### src/rtl/input_pin.sv
// input_pin: memory-mapped input-pin peripheral.
// Each pin is synchronised and debounced. A pin changing level sets a
// sticky per-bit flag. The level register sits at DEVADDR and the flag
// register at DEVADDR+1 (8-bit wrap). Reading the flag register clears
// the flags. IRQ stays high while any flag is set.

// Per-pin lane: two-flop synchroniser followed by a debounce counter.
module input_pin_bit #(
  parameter int DEBOUNCE_CYCLES = 4
) (
  input  logic clk,
  input  logic reset,
  input  logic pin,
  output logic stable,
  output logic evt
);
  // Width is at least one bit so that DEBOUNCE_CYCLES=1 still builds.
  // In that case the counter is never used above zero.
  localparam int CW = (DEBOUNCE_CYCLES > 1) ? $clog2(DEBOUNCE_CYCLES) : 1;
  localparam logic [CW-1:0] CNT_MAX = CW'(DEBOUNCE_CYCLES - 1);

  logic          s1;
  logic          sync;
  logic [CW-1:0] cnt;

  // evt marks the edge on which the stable level flips.
  assign evt = (sync != stable) && (cnt == CNT_MAX);

  // Synchronise the pin. Move stable only after DEBOUNCE_CYCLES differing samples in a row.
  always_ff @(posedge clk or posedge reset) begin
    if (reset) begin
      s1     <= 1'b0;
      sync   <= 1'b0;
      stable <= 1'b0;
      cnt    <= '0;
    end else begin
      s1   <= pin;
      sync <= s1;
      if (sync == stable) begin
        cnt <= '0;
      end else if (evt) begin
        stable <= sync;
        cnt    <= '0;
      end else begin
        cnt <= cnt + 1'b1;
      end
    end
  end
endmodule

module input_pin #(
  parameter int         PIN_WIDTH       = 1,
  parameter logic [7:0] DEVADDR         = 8'h00,
  parameter int         DEBOUNCE_CYCLES = 4
) (
  input  logic                 clk,
  input  logic                 reset,
  input  logic [7:0]           INBUS_ADDR,
  input  logic                 INBUS_RE,
  output logic [PIN_WIDTH-1:0] INBUS_DATA,
  output logic                 INBUS_VALID,
  input  logic [PIN_WIDTH-1:0] INPUT_PIN,
  output logic                 IRQ
);
  // The flag register sits at the next address. The add wraps at 8 bits.
  localparam logic [7:0] FLAGADDR = DEVADDR + 8'd1;

  logic [PIN_WIDTH-1:0] stable;
  logic [PIN_WIDTH-1:0] evt;
  logic [PIN_WIDTH-1:0] flags;
  logic [PIN_WIDTH-1:0] clr;
  logic                 lvl_hit;
  logic                 flg_hit;

  genvar gi;
  generate
    for (gi = 0; gi < PIN_WIDTH; gi++) begin : g_lane
      input_pin_bit #(.DEBOUNCE_CYCLES(DEBOUNCE_CYCLES)) u_lane (
        .clk    (clk),
        .reset  (reset),
        .pin    (INPUT_PIN[gi]),
        .stable (stable[gi]),
        .evt    (evt[gi])
      );
    end
  endgenerate

  assign lvl_hit = INBUS_RE && (INBUS_ADDR == DEVADDR);
  assign flg_hit = INBUS_RE && (INBUS_ADDR == FLAGADDR);
  assign IRQ     = |flags;

  // A flag read clears only the bits it returned. An event on the same edge survives.
  always_comb begin
    clr = '0;
    if (flg_hit) clr = flags;
  end

  // Sticky flags and the registered read response. Zero data when idle allows OR-combining.
  always_ff @(posedge clk or posedge reset) begin
    if (reset) begin
      flags       <= '0;
      INBUS_DATA  <= '0;
      INBUS_VALID <= 1'b0;
    end else begin
      flags <= (flags & ~clr) | evt;
      if (lvl_hit) begin
        INBUS_DATA  <= stable;
        INBUS_VALID <= 1'b1;
      end else if (flg_hit) begin
        INBUS_DATA  <= flags;
        INBUS_VALID <= 1'b1;
      end else begin
        INBUS_DATA  <= '0;
        INBUS_VALID <= 1'b0;
      end
    end
  end
endmodule

### config.mk
export PLATFORM = sky130hd
export DESIGN_NAME = input_pin
export DESIGN_NICKNAME = d
export VERILOG_FILES = /design/src/rtl/input_pin.sv
export SDC_FILE = /design/constraint.sdc
export NUM_CORES = 1
export LEC_CHECK = 0
export CORE_AREA = 2 2 39 41
export CTS_CLUSTER_SIZE = 12
export DETAILED_ROUTE_END_ITERATION = 6
export DIE_AREA = 0 0 41 43
export GPL_TIMING_DRIVEN = 0
export PLACE_DENSITY = 0.62
export SLEW_MARGIN = 20
export SYNTH_ARGS = -nofsm -noshare
export SYNTH_HDL_FRONTEND = slang
export SYNTH_SLANG_ARGS = --single-unit
### constraint.sdc
create_clock -name clk -period 1.85 [get_ports clk]
set_clock_uncertainty 0.15 [all_clocks]
set_input_delay 0.2775 -clock clk [delete_from_list [all_inputs] [get_ports clk]]
set_output_delay 0.2775 -clock clk [all_outputs]
set_load 0.01 [all_outputs]
==> results of run 1 <==
-- cell usage after synthesis (all sizes together) --
master / count / area (µm²)
dfrtp: 8 / 200.2
inv: 2 / 7.510
xor2: 1 / 8.760
and2: 1 / 6.260
nor2: 1 / 3.750
nand2: 1 / 3.750
nand3: 1 / 5.000
nor3b: 1 / 7.510
nor4b: 1 / 23.77
mux2i: 1 / 10.01
a22o: 1 / 8.760
ha: 1 / 12.51
nor4: 1 / 12.51
mux2: 1 / 11.26
-- logic make-up (layout without fill, tap and decap cells) --
group | Yosys count | in the layout | synth area share [%]
AO/OA/AOI/OAI | 1 | 1 | 2.724
XOR/XNOR | 1 | 1 | 2.724
adder cells (fa/ha/maj) | 1 | 1 | 3.890
buffers and inverters | 2 | 19 | 2.336
flip-flops | 8 | 8 | 62.26
multiplexers | 2 | 2 | 6.615
AND/OR/NAND/NOR | 7 | 7 | 19.45
-- layout make-up --
class / instances / area (µm²) / share of cell area, %
inverters: 2 / 7.507 / 1.489
flip-flops and latches: 8 / 200.2 / 39.70
multi-input cells: 12 / 113.9 / 22.58
well taps: 16 / 20.02 / 3.970
clock buffers: 3 / 22.52 / 4.466
repair buffers: 14 / 140.1 / 27.79
-- power by group through the flow --
| stage | clock, mW | combinational, mW | sequential (mW) |
|---|---|---|---|
| after CTS | 0.133 | 0.134 | 0.242 |
| after floorplan | 0 | 0.0692 | 0.245 |
| final | 0.125 | 0.131 | 0.241 |
| after global routing | 0.141 | 0.149 | 0.248 |
| after global placement | 0 | 0.129 | 0.245 |
| after detailed placement | 0 | 0.133 | 0.244 |
-- metal layers --
layer | up-vias | share of wire [%]
li1 | 112 | -
met1 | 101 | 39
met2 | 17 | 41
met3 | 0 | 20
met4 | 0 | 0
met5 | - | 0
-- state kept, by name (all words and copies together) (netlist names) --
register              cells
g_lane.u_lane.cnt         2
g_lane.u_lane.stable      1
INBUS_DATA                1
INBUS_VALID               1
IRQ                       1
g_lane.u_lane.sync        1
g_lane.u_lane.s1          1
-- through the flow --
step / total power, mW / setup slack, ps / cells / hold slack (ps)
floorplan: 0.3144 / 740.5 / 22 / -56.84
global placement: 0.3737 / 252.7 / 52 / 187.6
detailed placement: 0.3771 / 249.4 / 52 / 192.8
CTS: 0.5087 / 251.4 / 55 / 119.0
global route: 0.5387 / 195.9 / 55 / 159.8
finish: 0.4970 / 263.8 / 55 / 118.2
-- how the worst max path moves through the flow --
stage                             from                 endpoint  slack (ps)  depth (start not counted)
2_1_floorplan  g_lane[0].u_lane.cnt[0]  g_lane[0].u_lane.stable         740                          2
3_3_place_gp             INBUS_ADDR[1]                      IRQ         250                          4
3_5_place_dp             INBUS_ADDR[1]                      IRQ         250                          4
4_1_cts                            IRQ                      IRQ         250                          1
5_1_grt                            IRQ                      IRQ         200                          1
6_report                           IRQ                      IRQ         260                          1
==> metrics, run 1 <==
share of post-route cells with drive strength above 1=between 15 and 20%; clk root buf=clkbuf_4; peak supply drop=between 0.4 and 0.5 mV; clock share of power=25.1%; Synthesized Nets=35; PwrDens=a little under 1000 nW/µm²; sequential area share after synthesis=62.26%; Core Region=between 1000 and 1500 µm²; first-pass GRT wire length=807 µm; Worst EP required=1420 ps; drt pass-1 iters=1; Routed WL=530 µm; Final setup viols=0; num ports=15; Detail Route Antenna Nets=0; pin count of the biggest net entering global routing=9; Setup TNS=0 ps; worst min path class=in -> async; r2r setup slk=710 ps; Finished Cell Area=504.2 µm²; hold_buf cts=0; Crit. End Element=output port; Arr. time, crit path=approximately 1200 ps; GR Overflow Total=0; die area=between 1500 and 2000 µm²; Crit path max-delay family=buffers and inverters; Vias=230; Final nets=54; CTS resizes=0; # H-tree levels=1; CP max stage delay=550 ps; Num CTS Buffers=3; Slew HR=around 80%; most frequent cells in the layout=clkdlybuf4s50_1, dfrtp_1, clkbuf_4; Sequential Power Share=48.5%; Die Width=~41 µm; status=finished clean; Yosys warnings=0; CP Cell Sequence=clkdlybuf4s50_1; latest clock arrival within the worst-skew pair=250 ps; most common cell after layout, fill and taps aside=clkdlybuf4s50_1; Die Y-Extent=43 µm; Max Cap Viol=0; # diodes=0; number of global-route vias before repair=222; Gate power share=26.3%; CTS tree=built; clk buf depth=2; RR Endpoint=g_lane[0].u_lane.stable; Crit Path Max Fanout=3; Buf+Inv Stages, Crit Path=1; Psw=0.1227 mW; R2R cell count=2; clk slew on worst S/H paths=roughly 50 ps; GRT met1 Usage=under 10%; Cell Int Power=0.3742 mW; Slew Viols, Final=0; via-per-instance ratio=4.182; Tcrit/Tclk final=85.74%; Fill cells=roughly 130; Worst-Margin Slew=296.7 ps; GRT Total Usage=under 10%; highest clock rate=approximately 0.63 GHz; RD Place Congestion=0.6754; placed cell area=481.7 µm²; RSZ-0062 raised after global routing=false; Worst R2R Start=g_lane[0].u_lane.cnt[0]; initial core utilization=23.24%; distinct cell type count after synthesis=14; Cell Area, Synth=321.6 µm²; GRT Max-Usage Layer=met2; P_leak=0.2285 nW; Row Count=14; Area Growth Syn to Fin=56.81%; initial antenna violation count=0; Port Buf Inserts=14; CP Launch Type=register; CTS Sinks=8; M3 GR Usage=around 5.8%; kind of critical path=reg -> out; met2 usage=11.25%; post-CTS setup buffer count=0; # DRC=0; Avg WL per Cell=9.636 µm; initial DRC count=0; Final Critical Period=1586 ps; synthesis-stage register bit count=8; Sw Ratio=24.70%; Final Hold Viols=0; Avg Inst Size Synth=14.62 µm²; Layout Utilization=36.44%; Worst path slowest cell=clkdlybuf4s50_1; Syn Inst Count=22
(Power assumes the default switching activity.)
==> run 2: changes to the inputs <==
Settings changed: PLACE_DENSITY 0.62 to 0.63.
==> run 2 against run 1 <==
Net effect:
- sequential power about the same
- critical path depth unchanged
- wire length increased by 14%
- design area unchanged
- global-route usage increased by 0.67 points
- setup slack got worse by 1.7 ps
- largest power group unchanged
==> metrics, run 2 (synthesis gave the netlist of run 1 again) <==
status=finished clean; Crit Path Max Fanout=3; drt pass-1 iters=1; Die Y-Extent=43 µm; peak supply drop=between 0.4 and 0.5 mV; Final Critical Period=1588 ps; share of post-route cells with drive strength above 1=between 10% and 20%; Vias=between 200 and 250; RR Endpoint=g_lane[0].u_lane.stable; register name with the most flops=g_lane.u_lane.cnt; # diodes=0; Worst R2R Start=g_lane[0].u_lane.cnt[0]; most frequent cells in the layout=clkdlybuf4s50_1, dfrtp_1, clkbuf_4; Final nets=54; R2R cell count=2; Area Growth Syn to Fin=56.81%; Num CTS Buffers=3; Routed WL=604 µm; total power=0.5037 mW; Worst path slowest cell=clkdlybuf4s50_1; CTS resizes=0; Cell Count, Final, Fillers Out=55; max FFs per register=2; Arr. time, crit path=1160 ps; final hold slack=roughly 120 ps; clk buf depth=2; Core Region=1384 µm²; initial antenna violation count=0; CTS tree=built; # DRC=0; clk root buf=clkbuf_4; P_leak=0.2285 nW; Detail Route Antenna Nets=0; cell total after placement=52; highest clock rate=0.6297 GHz; register area=200.2 µm²; Crit. End Element=output port; r2r setup slk=between 600 and 700 ps; Port Buf Inserts=14; RD Place Congestion=just under 0.7; Multi-input gate area=113.9 µm²; most common cell after layout, fill and taps aside=clkdlybuf4s50_1; Row Count=14; Buf+Inv Stages, Crit Path=1; Max Cap Viol=0; Final Hold Viols=0; initial DRC count=0; latest clock arrival within the worst-skew pair=250 ps; Avg WL per Cell=10.98 µm; die area=1763 µm²; Die Width=41 µm; num ports=15; kind of critical path=reg -> out; Final setup viols=0; worst min path class=in -> async; number of global-route vias before repair=213; hold_buf cts=0; CTS Sinks=8; Slew Viols, Final=0; CP Cell Sequence=clkdlybuf4s50_1; post-CTS setup buffer count=0; initial core utilization=between 20% and 30%; Crit path max-delay family=buffers and inverters; first-pass GRT wire length=800 µm; Fill cells=approximately 140; # H-tree levels=1; via-per-instance ratio=4.236; Worst-Margin Slew=300.5 ps; CP max stage delay=550 ps; RSZ-0062 raised after global routing=false; PwrDens=998.9 nW/µm²; clk slew on worst S/H paths=50 ps; Worst EP required=1420 ps; CP Launch Type=register; Slew HR=79.94%; pin count of the biggest net entering global routing=9; GRT Total Usage=7.708%; GR Overflow Total=0; WP depth=1; Setup TNS=0 ps; Tcrit/Tclk final=85.83%
## run 2: cell counts in the layout (fill, tap and decap cells not counted)
Identical to the previous run, type by type.
## run 2: power breakdown
group	leakage [nW]	internal, mW	switching, mW	total, mW
Clock	0.0138	0.0740	0.0554	0.129
Sequential	0.0993	0.217	0.0269	0.244
Combinational	0.115	0.0842	0.0465	0.131
## run 2: final cells by class
class | instances | area share [%]
clock buffer | 3 | 4.466
timing repair buffer | 14 | 27.79
inverter | 2 | 1.489
multi-input combinational | 12 | 22.58
sequential | 8 | 39.70
tap | 16 | 3.970
## run 2: metrics by stage
step | setup WS (ps) | instance area [µm²] | utilization, %
2_1_floorplan | 740.5 | 321.6 | -
5_1_grt | 211.8 | 504.2 | 36.44
3_3_place_gp | 254.8 | 481.7 | 34.81
4_1_cts | 249.6 | 504.2 | 36.44
6_report | 262.1 | 504.2 | 36.44
3_5_place_dp | 242.6 | 481.7 | 34.81
## run 2: worst max-delay path by stage
stage                            startpoint                 endpoint  slack, ps
finish                                  IRQ                      IRQ        260
global route                            IRQ                      IRQ        210
CTS                                     IRQ                      IRQ        250
detailed placement            INBUS_ADDR[1]                      IRQ        240
global placement              INBUS_ADDR[1]                      IRQ        250
floorplan           g_lane[0].u_lane.cnt[0]  g_lane[0].u_lane.stable        740
## run 2: routing by layer
layer  vias up  share of wire, %  GRT usage [%]
met1       106                37          6.977
met2        17                45          11.56
li1        110                 -              -
met3         0                18          4.712
met5         -                 0              0
met4         0                 0          6.000
